==> config.mk <==
export PLATFORM = sky130hd
export DESIGN_NAME = pc_gen_unit
export DESIGN_NICKNAME = d
export VERILOG_FILES = /design/src/rtl/ifu_pkg.sv /design/src/rtl/pc_redir_arb.sv /design/src/rtl/pc_gen_unit.sv
export SDC_FILE = /design/constraint.sdc
export NUM_CORES = 1
export LEC_CHECK = 0
export CORE_MARGIN = 1
export CORE_UTILIZATION = 40
export CTS_CLUSTER_DIAMETER = 80
export DETAILED_ROUTE_END_ITERATION = 12
export GPL_TIMING_DRIVEN = 1
export PLACE_DENSITY = 0.72
export SYNTH_ARGS = -nofsm -noshare
export SYNTH_HDL_FRONTEND = slang
export SYNTH_SLANG_ARGS = --single-unit
==> constraint.sdc <==
create_clock -name clk -period 3 [get_ports clk]
set_clock_uncertainty 0.1 [all_clocks]
set_input_delay 0.45 -clock clk [delete_from_list [all_inputs] [get_ports clk]]
set_output_delay 0.45 -clock clk [all_outputs]
set_load 0.005 [all_outputs]
==> src/rtl/ifu_pkg.sv <==
// Shared definitions for the fetch-PC generator: FSM encodings and parameter defaults.
package ifu_pkg;

    typedef logic [1:0] pc_state_t;

    localparam pc_state_t ST_BOOT  = 2'd0;
    localparam pc_state_t ST_FETCH = 2'd1;
    localparam pc_state_t ST_PEND  = 2'd2;
    localparam pc_state_t ST_ERR   = 2'd3;

    localparam logic [31:0] RESET_VEC_DEF = 32'hBFC0_0000;
    localparam int          EPOCH_W_DEF   = 2;

endpackage

==> src/rtl/pc_redir_arb.sv <==
// Fixed-priority redirect arbiter: lowest asserted index wins, target muxed through a one-hot grant.
module pc_redir_arb #(
    parameter int NUM_REDIR = 3,
    parameter int ADDR_W    = 32
) (
    input  logic [NUM_REDIR-1:0]        redir_valid,
    input  logic [NUM_REDIR*ADDR_W-1:0] redir_target,
    output logic                        win_valid,
    output logic [ADDR_W-1:0]           win_target
);

    logic [NUM_REDIR-1:0] grant;

    // Scan from lowest priority upward so the highest-priority source overwrites last.
    always_comb begin
        grant = '0;
        for (int i = NUM_REDIR - 1; i >= 0; i--) begin
            if (redir_valid[i]) begin
                grant    = '0;
                grant[i] = 1'b1;
            end
        end
    end

    always_comb begin
        win_target = '0;
        for (int i = 0; i < NUM_REDIR; i++) begin
            win_target = win_target | ({ADDR_W{grant[i]}} & redir_target[i*ADDR_W +: ADDR_W]);
        end
    end

    assign win_valid = |redir_valid;

endmodule

==> src/rtl/pc_gen_unit.sv <==
// Fetch-PC generator with prioritised redirects, valid/ready issue and epoch tagging.
// Optional misaligned-target trap enabled by defining PC_ALIGN_CHECK_EN.
//
// state | meaning
// BOOT  | first cycle after reset, no request issued
// FETCH | normal sequential / redirect issue
// PEND  | redirect captured while a request is still waiting for ready
// ERR   | misaligned redirect seen; idle until an aligned redirect (PC_ALIGN_CHECK_EN only)
module pc_gen_unit
    import ifu_pkg::*;
#(
    parameter int                ADDR_W      = 32,
    parameter logic [ADDR_W-1:0] RESET_VEC   = ADDR_W'(RESET_VEC_DEF),
    parameter int                FETCH_BYTES = 4,
    parameter int                NUM_REDIR   = 3,
    parameter int                EPOCH_W     = EPOCH_W_DEF
) (
    input  logic                        clk,
    input  logic                        rst,
    input  logic                        stall,
    input  logic [NUM_REDIR-1:0]        redir_valid,
    input  logic [NUM_REDIR*ADDR_W-1:0] redir_target,
    output logic                        fetch_valid,
    input  logic                        fetch_ready,
    output logic [ADDR_W-1:0]           fetch_pc,
    output logic [EPOCH_W-1:0]          fetch_epoch,
    output logic [EPOCH_W-1:0]          cur_epoch,
    output logic                        adel
);

    pc_state_t          state;
    logic [ADDR_W-1:0]  pend_target;
    logic               win_valid;
    logic [ADDR_W-1:0]  win_target;
    logic               win_ok;
    logic               win_bad;
    logic               hs;
    logic [EPOCH_W-1:0] epoch_inc;

    pc_redir_arb #(
        .NUM_REDIR (NUM_REDIR),
        .ADDR_W    (ADDR_W)
    ) u_arb (
        .redir_valid  (redir_valid),
        .redir_target (redir_target),
        .win_valid    (win_valid),
        .win_target   (win_target)
    );

    assign hs        = fetch_valid & fetch_ready;
    assign epoch_inc = cur_epoch + EPOCH_W'(1);

`ifdef PC_ALIGN_CHECK_EN
    assign win_bad = win_valid & (win_target[1:0] != 2'b00);
`else
    assign win_bad = 1'b0;
    assign adel    = 1'b0;
`endif
    assign win_ok = win_valid & ~win_bad;

    always_ff @(posedge clk or posedge rst) begin
        if (rst) begin
            state       <= ST_BOOT;
            fetch_pc    <= RESET_VEC;
            fetch_valid <= 1'b0;
            fetch_epoch <= '0;
            cur_epoch   <= '0;
            pend_target <= '0;
`ifdef PC_ALIGN_CHECK_EN
            adel        <= 1'b0;
`endif
        end else begin
`ifdef PC_ALIGN_CHECK_EN
            adel <= 1'b0;
`endif
            case (state)
                ST_BOOT: state <= ST_FETCH;

                ST_FETCH: begin
                    if (win_ok) begin
                        cur_epoch <= epoch_inc;
                        if (!fetch_valid || hs) begin
                            fetch_pc    <= win_target;
                            fetch_epoch <= epoch_inc;
                            fetch_valid <= ~stall;
                        end else begin
                            pend_target <= win_target;
                            state       <= ST_PEND;
                        end
                    end
`ifdef PC_ALIGN_CHECK_EN
                    else if (win_bad) begin
                        adel        <= 1'b1;
                        cur_epoch   <= epoch_inc;
                        fetch_valid <= fetch_valid & ~fetch_ready;
                        state       <= ST_ERR;
                    end
`endif
                    else if (hs) begin
                        fetch_pc    <= fetch_pc + ADDR_W'(FETCH_BYTES);
                        fetch_valid <= ~stall;
                    end else if (!fetch_valid && !stall) begin
                        fetch_valid <= 1'b1;
                    end
                end

                ST_PEND: begin
                    // A newer winner arriving on the handshake cycle is issued directly.
                    if (win_ok) begin
                        cur_epoch <= epoch_inc;
                        if (hs) begin
                            fetch_pc    <= win_target;
                            fetch_epoch <= epoch_inc;
                            fetch_valid <= ~stall;
                            state       <= ST_FETCH;
                        end else begin
                            pend_target <= win_target;
                        end
                    end
`ifdef PC_ALIGN_CHECK_EN
                    else if (win_bad) begin
                        adel        <= 1'b1;
                        cur_epoch   <= epoch_inc;
                        fetch_valid <= fetch_valid & ~fetch_ready;
                        state       <= ST_ERR;
                    end
`endif
                    else if (hs) begin
                        fetch_pc    <= pend_target;
                        fetch_epoch <= cur_epoch;
                        fetch_valid <= ~stall;
                        state       <= ST_FETCH;
                    end
                end

`ifdef PC_ALIGN_CHECK_EN
                ST_ERR: begin
                    // An in-flight request is never retracted; valid drops once it is accepted.
                    if (win_ok) begin
                        cur_epoch <= epoch_inc;
                        if (!fetch_valid || hs) begin
                            fetch_pc    <= win_target;
                            fetch_epoch <= epoch_inc;
                            fetch_valid <= ~stall;
                            state       <= ST_FETCH;
                        end else begin
                            pend_target <= win_target;
                            state       <= ST_PEND;
                        end
                    end else if (win_bad) begin
                        adel        <= 1'b1;
                        cur_epoch   <= epoch_inc;
                        fetch_valid <= fetch_valid & ~fetch_ready;
                    end else if (hs) begin
                        fetch_valid <= 1'b0;
                    end
                end
`endif

                default: state <= ST_FETCH;
            endcase
        end
    end

endmodule

# After elaboration in Yosys (flattened, before gate mapping)
# Index checks and enable logic that the tools add are counted.
[totals] ff_bits=71 input_bits=103 out_inout_bits=38 elab_cells=70
[op_classes] n_addsub=2 n_eq_ne=11 mux=31 bitwise_logic=7 reduce_logical=13
[ops] op="$mux 32" count=10
[ops] op="$pmux 32 s2" count=2
[ops] op="$and 32x32->32" count=3
[ops] op="$or 32x32->32" count=2
[ops] op="$add 32x3->32 const B" count=1
[ops] op="$mux 2" count=8
[ops] op="$reduce_and 4->1" count=3
[ops] op="$mux 3" count=3
[ops] op="$ne 2x2->1 const B" count=4
[ops] op="$pmux 2 s2" count=2
[ops] op="$mux 1" count=5
[ops] op="$reduce_and 5->1" count=1
[ops] op="$ne 2x1->1 const B" count=2
[ops] op="$ne 4x3->1 const B" count=1
[ops] op="$ne 3x2->1 const B" count=1
[ops] op="$ne 3x3->1 const B" count=1
[ops] op="$reduce_and 3->1" count=1
[ops] op="$reduce_or 3->1" count=1
[ops] op="$add 2x1->2 const B" count=1
[ops] op="$eq 2x1->1 const B" count=1
[ops] op="$eq 2x2->1 const B" count=1
[ops] op="$logic_not 1->1" count=2
[ops] op="$pmux 1 s2" count=1
[ops] op="$reduce_and 2->1" count=1
[ops] op="6 further kinds" count=6

# Longest topological paths before layout
[depth] word_depth=9 mapped_depth=9 depth_no_buf=7

# Modules after synthesis
# Synthesis repeated with hierarchy kept, for this count alone.
[unflattened] cells_unflattened=543 area_unflattened_um2=4803.4
[by_module_without_submodules] module="pc_gen_unit" instances=1 cells_per_inst=396 area_per_inst_um2=3890.0 seq_area_each_um2=1788.0
[by_module_without_submodules] module="pc_redir_arb" instances=1 cells_per_inst=147 area_per_inst_um2=913.4 seq_area_each_um2=0.0

# Worst setup path before layout
# No wires, ideal clock.
[synth_timing] kind="register to register" startpoint="register state[0]" endpoint="register fetch_pc[16]" setup_time_ns=0.121 t_arrival_ns=1.920 t_required_ns=2.779 path_slack_ns=0.859 stages_incl_launch_ff=9 path_buffers=2 synth_period_minus_slack_ns=2.141 path_cell_list="dfrtp_1 > inv_1 > ha_1 > clkbuf_1 > or2_2 > nand2_2 > clkbuf_1 > o21ai_0 > a22o_1"
[synth_via] elab_chain_cells=3 word_cells_on_any_way=8 cone_classes="5 x eq/ne; 1 x mux; 2 x reduce/logical"
[synth_lines] item="start, declared" line_no="pc_gen_unit.sv:31" text="pc_state_t state;"
[synth_lines] item="start signal, assigned" line_no="pc_gen_unit.sv:63" text="state <= ST_BOOT;"
[synth_lines] item="start signal, assigned" line_no="pc_gen_unit.sv:77" text="ST_BOOT: state <= ST_FETCH;"
[synth_lines] item="start signal, assigned" line_no="pc_gen_unit.sv:88" text="state <= ST_PEND;"
[synth_lines] item="$eq 2x1->1 / $eq 2x2->1 (equally long branches)" line_no="pc_gen_unit.sv:76" text="case (state)"
[synth_lines] item="$ne 3x2->1 (no source line) (tied with other cells)"
[synth_lines] item="$reduce_and 4->1 (no source line)"
[synth_lines] item="end signal, assigned" line_no="pc_gen_unit.sv:83" text="fetch_pc <= win_target;"
[synth_lines] item="end signal, assigned" line_no="pc_gen_unit.sv:100" text="fetch_pc <= fetch_pc + ADDR_W'(FETCH_BYTES);"
[synth_lines] item="end signal, assigned" line_no="pc_gen_unit.sv:112" text="fetch_pc <= win_target;"
[synth_lines] item="end, declared" line_no="pc_gen_unit.sv:25" text="output logic [ADDR_W-1:0] fetch_pc,"
# Several ways; a longest one is shown, not always the timed one.
# A chain may end at the register's enable or synchronous reset.

# Final worst setup path
[layout_timing] startpoint="input redir_valid[1]" endpoint="register pend_target[17]"
[layout_via] elab_chain_cells=8 word_cells_on_any_way=16 cone_classes="2 x eq/ne; 7 x mux; 5 x bitwise; 2 x reduce/logical"
[layout_lines] item="start, declared" line_no="pc_gen_unit.sv:21" text="input logic [NUM_REDIR-1:0] redir_valid,"
[layout_lines] item="$mux 3 (2 in series)" line_no="pc_redir_arb.sv:18" text="if (redir_valid[i]) begin"
[layout_lines] item="$and 32x32->32" line_no="pc_redir_arb.sv:28" text="win_target = win_target | ({ADDR_W{grant[i]}} & redir_target[i*ADDR_W +: ADDR_W]);"
[layout_lines] item="$or 32x32->32 (2 in series)" line_no="pc_redir_arb.sv:28"
[layout_lines] item="$mux 32 (on tied branches)" line_no="pc_gen_unit.sv:111, pc_gen_unit.sv:82"
[layout_lines] item="$mux 32 (on tied branches)" line_no="pc_gen_unit.sv:109, pc_gen_unit.sv:80"
[layout_lines] item="$pmux 32 s2" line_no="pc_gen_unit.sv:76"
[layout_lines] item="end signal, assigned" line_no="pc_gen_unit.sv:87" text="pend_target <= win_target;"
[layout_lines] item="end signal, assigned" line_no="pc_gen_unit.sv:117" text="pend_target <= win_target;"
[layout_lines] item="end, declared" line_no="pc_gen_unit.sv:32" text="logic [ADDR_W-1:0] pend_target;"
# Several ways; a longest one is shown, not always the timed one. The select of a mux whose other input is x is not followed.

==> flow_metrics.env <==
export IMPL_status="finished with violations"
export IMPL_violations="design-rule violations"
export IMPL_power_mw=6.04
export IMPL_yosysSeqAreaShare=0.382
export IMPL_async_reset_ff_frac=1.00
export IMPL_die_h_um=110
export IMPL_powerDensity_mw_per_mm2=931
export IMPL_synth_edf_count=0
export IMPL_cts_tree="built"
export IMPL_ir_drop_v=0.000402
export IMPL_hp_start="fetch_epoch[1]$_DFFE_PP0P_"
export IMPL_final_hold_violation_count=0
export IMPL_ioPinCount=141
export IMPL_cp_start_kind="input pin"
export IMPL_yosys_top_cells_area="dfrtp_1 33%, o21ai_0 7.0%, mux2_4 6.4%, dfstp_2 5.1%, a21oi_1 4.8%"
export IMPL_grt_start_max_net_pins=72
export IMPL_end_kind="flip-flop"
export IMPL_yosysWarnings=0
export IMPL_hpwl_um=10700
export IMPL_vias=4634
export IMPL_die_w_um=110
export IMPL_cts_resized=0
export IMPL_instances_no_fill=793
export IMPL_numCtsBuffers=9
export IMPL_design_core_area_mm2=0.0114
export IMPL_setup_viol=0
export IMPL_cts_max_path_buffers=2
export IMPL_synth_most_common_cell="o21ai_0"
export IMPL_n_antenna_cell=0
export IMPL_fin_setup_tns_ns=0
export IMPL_routed_wl_um=14300
export IMPL_gp_congestion=0.880
export IMPL_root_buffer="clkbuf_16"
export IMPL_wl_per_cell_um=18.1
export IMPL_clock_latency_ns=0.34
export IMPL_first_global_vias=4535
export IMPL_grt_pass1_wl_um=22200
export IMPL_post_cts_buffers=0
export IMPL_leakagePower_nw=2.58
export IMPL_drt_iter0_markers=297
export IMPL_dp_cells=777
export IMPL_syn_area_mm2=0.00468
export IMPL_ctsHtreeMaxLevel=3
export IMPL_synth_fp_nets=623
export IMPL_port_buffers=139
export IMPL_finalInstanceArea_mm2=0.00649
export IMPL_dieArea_mm2=0.0121
export IMPL_floorplan_rows=39
export IMPL_syn_avg_cell_area_um2=9.05
export IMPL_r2r_end="fetch_pc[29]$_DFFE_PP1P_"
export IMPL_period_share=0.816
export IMPL_ys_flop_type="dfrtp_1"
export IMPL_regToRegStartpoint="state[0]$_DFFE_PP0P_"
export IMPL_crit_fanout=31
export IMPL_reg2regPathDepth=8
export IMPL_antenna_found_initial=0
export IMPL_avgViaCountPerCell=5.84
export IMPL_drcViolationCount=2
export IMPL_gr_total_overflow=0
export IMPL_min_to="fetch_epoch[1]$_DFFE_PP0P_"
export IMPL_yosysTopAreaCell="dfrtp_1"
export IMPL_tightest_slew_ns=0.596
export IMPL_ys_ff_latch=71
export IMPL_clk_pin_slew_ns=0.05
export IMPL_final_net_count=751
export IMPL_synth_top_area_share=0.331
export IMPL_hold_buffers=0
export IMPL_rsz0062_at_grt="no"
export IMPL_holdPathStages=2
export IMPL_detail_route_antenna_nets=0
export IMPL_n_fill_cell=1005
export IMPL_synth_common_cells="65 x o21ai_0, 62 x dfrtp_1, 45 x a21oi_1, 43 x nand2_1, 26 x a22oi_1"
export IMPL_cap_violations=0
export IMPL_fin_crit_ns=2.45
export IMPL_fmax_ghz=0.408
export IMPL_required_ns=3.12
export IMPL_max_slew_margin=0.600
export IMPL_start_util=0.410
export IMPL_cp_arrival_ns=2.57
export IMPL_hp_class="flip-flop to flip-flop"
export IMPL_numClockSinks=71
export IMPL_detail_route_first_pass_iterations=9
export IMPL_drv_slew=0
export IMPL_worstSetupPathType="input pin to flip-flop"
export IMPL_drive_above_1_share=0.140
export IMPL_areaGrowthSynthToFinish_pct=38.7
export IMPL_regToRegSetupSlack_ns=0.55
export IMPL_synthCells=517
export IMPL_dpl_cell_area_mm2=0.00622
export IMPL_grt_usage=0.242
export IMPL_synth_distinct_cells=65
[report_power, final]
group          switching, mW  internal, mW  total [mW]
sequential             0.553          1.51        2.06
combinational           1.36          1.64        3.00
clock                  0.380         0.606       0.986
total                   2.29          3.76        6.04
[metrics by stage]
stage	worst slack, ns	hold slack (ns)	util
after floorplan	0.668	0.369	-
after global placement	0.256	0.365	0.545
after detailed placement	0.216	0.375	0.545
after CTS	0.558	0.388	0.569
after global routing	0.347	0.420	0.569
final	0.551	0.382	0.569
[state kept, by name, indices dropped and copies added, names as in the netlist]
signal / count
fetch_valid: 1
state: 2
cur_epoch: 2
pend_target: 32
fetch_pc: 32
fetch_epoch: 2
[placed cells by master (no fill, tap or decap), drive strengths merged, types with 16 or more instances in the layout]
| master | n |
|---|---|
| dfrtp | 62 |
| mux2 | 29 |
| clkbuf | 16 |
| o21ai | 69 |
| a21oi | 45 |
| buf | 22 |
| nand3 | 18 |
| nor2 | 20 |
| nand2 | 44 |
| a22oi | 26 |
| clkdlybuf4s50 | 138 |
[layer usage]
| layer | GRT usage | up-vias | wire (µm) |
|---|---|---|---|
| met5 | 0 | - | 0 |
| met4 | 0.104 | 0 | 352 |
| met3 | 0.0464 | 32 | 1110 |
| met2 | 0.404 | 196 | 6630 |
| met1 | 0.305 | 2206 | 6230 |
| li1 | - | 2200 | - |
[how the worst max path moves through the flow]
stage | from | to | slack, ns | depth (start not counted)
4_1_cts | state[0]$_DFFE_PP0P_ | fetch_pc[29]$_DFFE_PP1P_ | 0.56 | 8
3_5_place_dp | redir_valid[1] | pend_target[17]$_DFFE_PP0P_ | 0.22 | 8
3_3_place_gp | redir_valid[1] | pend_target[23]$_DFFE_PP0P_ | 0.26 | 8
2_1_floorplan | rst | cur_epoch[0]$_DFFE_PP0P_ | 0.67 | 1
5_1_grt | state[0]$_DFFE_PP0P_ | fetch_pc[29]$_DFFE_PP1P_ | 0.35 | 8
6_report | redir_valid[1] | pend_target[17]$_DFFE_PP0P_ | 0.55 | 8
[worst max-delay path: stages]
cell and delay (ns):
clkdlybuf4s50_1 0.55, buf_4 0.36, nor3_2 0.10, o21ai_1 0.23, a21boi_4 0.12, nor2_4 0.09, buf_4 0.29, mux2_2 0.37
[cells by family after synthesis]
| kind of cell | after synthesis | synth area share |
|---|---|---|
| xor gates and xnor gates | 4 | 0.00749 |
| muxes | 30 | 0.0879 |
| other | 1 | 0.000801 |
| DFF | 71 | 0.382 |
| adders and majority gates | 3 | 0.00802 |
| and+or+nand+nor | 152 | 0.176 |
| AOI/OAI and AO/OA | 204 | 0.283 |
| buffers and inverters | 52 | 0.0545 |
[final cells by class]
type	count	area [µm²]	share of cell area
sequential	71	1790	0.275
inverter	9	33.8	0.00520
tap	143	179	0.0276
clock buffer	16	272	0.0418
timing repair buffer	160	1560	0.240
multi-input combinational	394	2660	0.410
(Power assumes the default switching activity.)
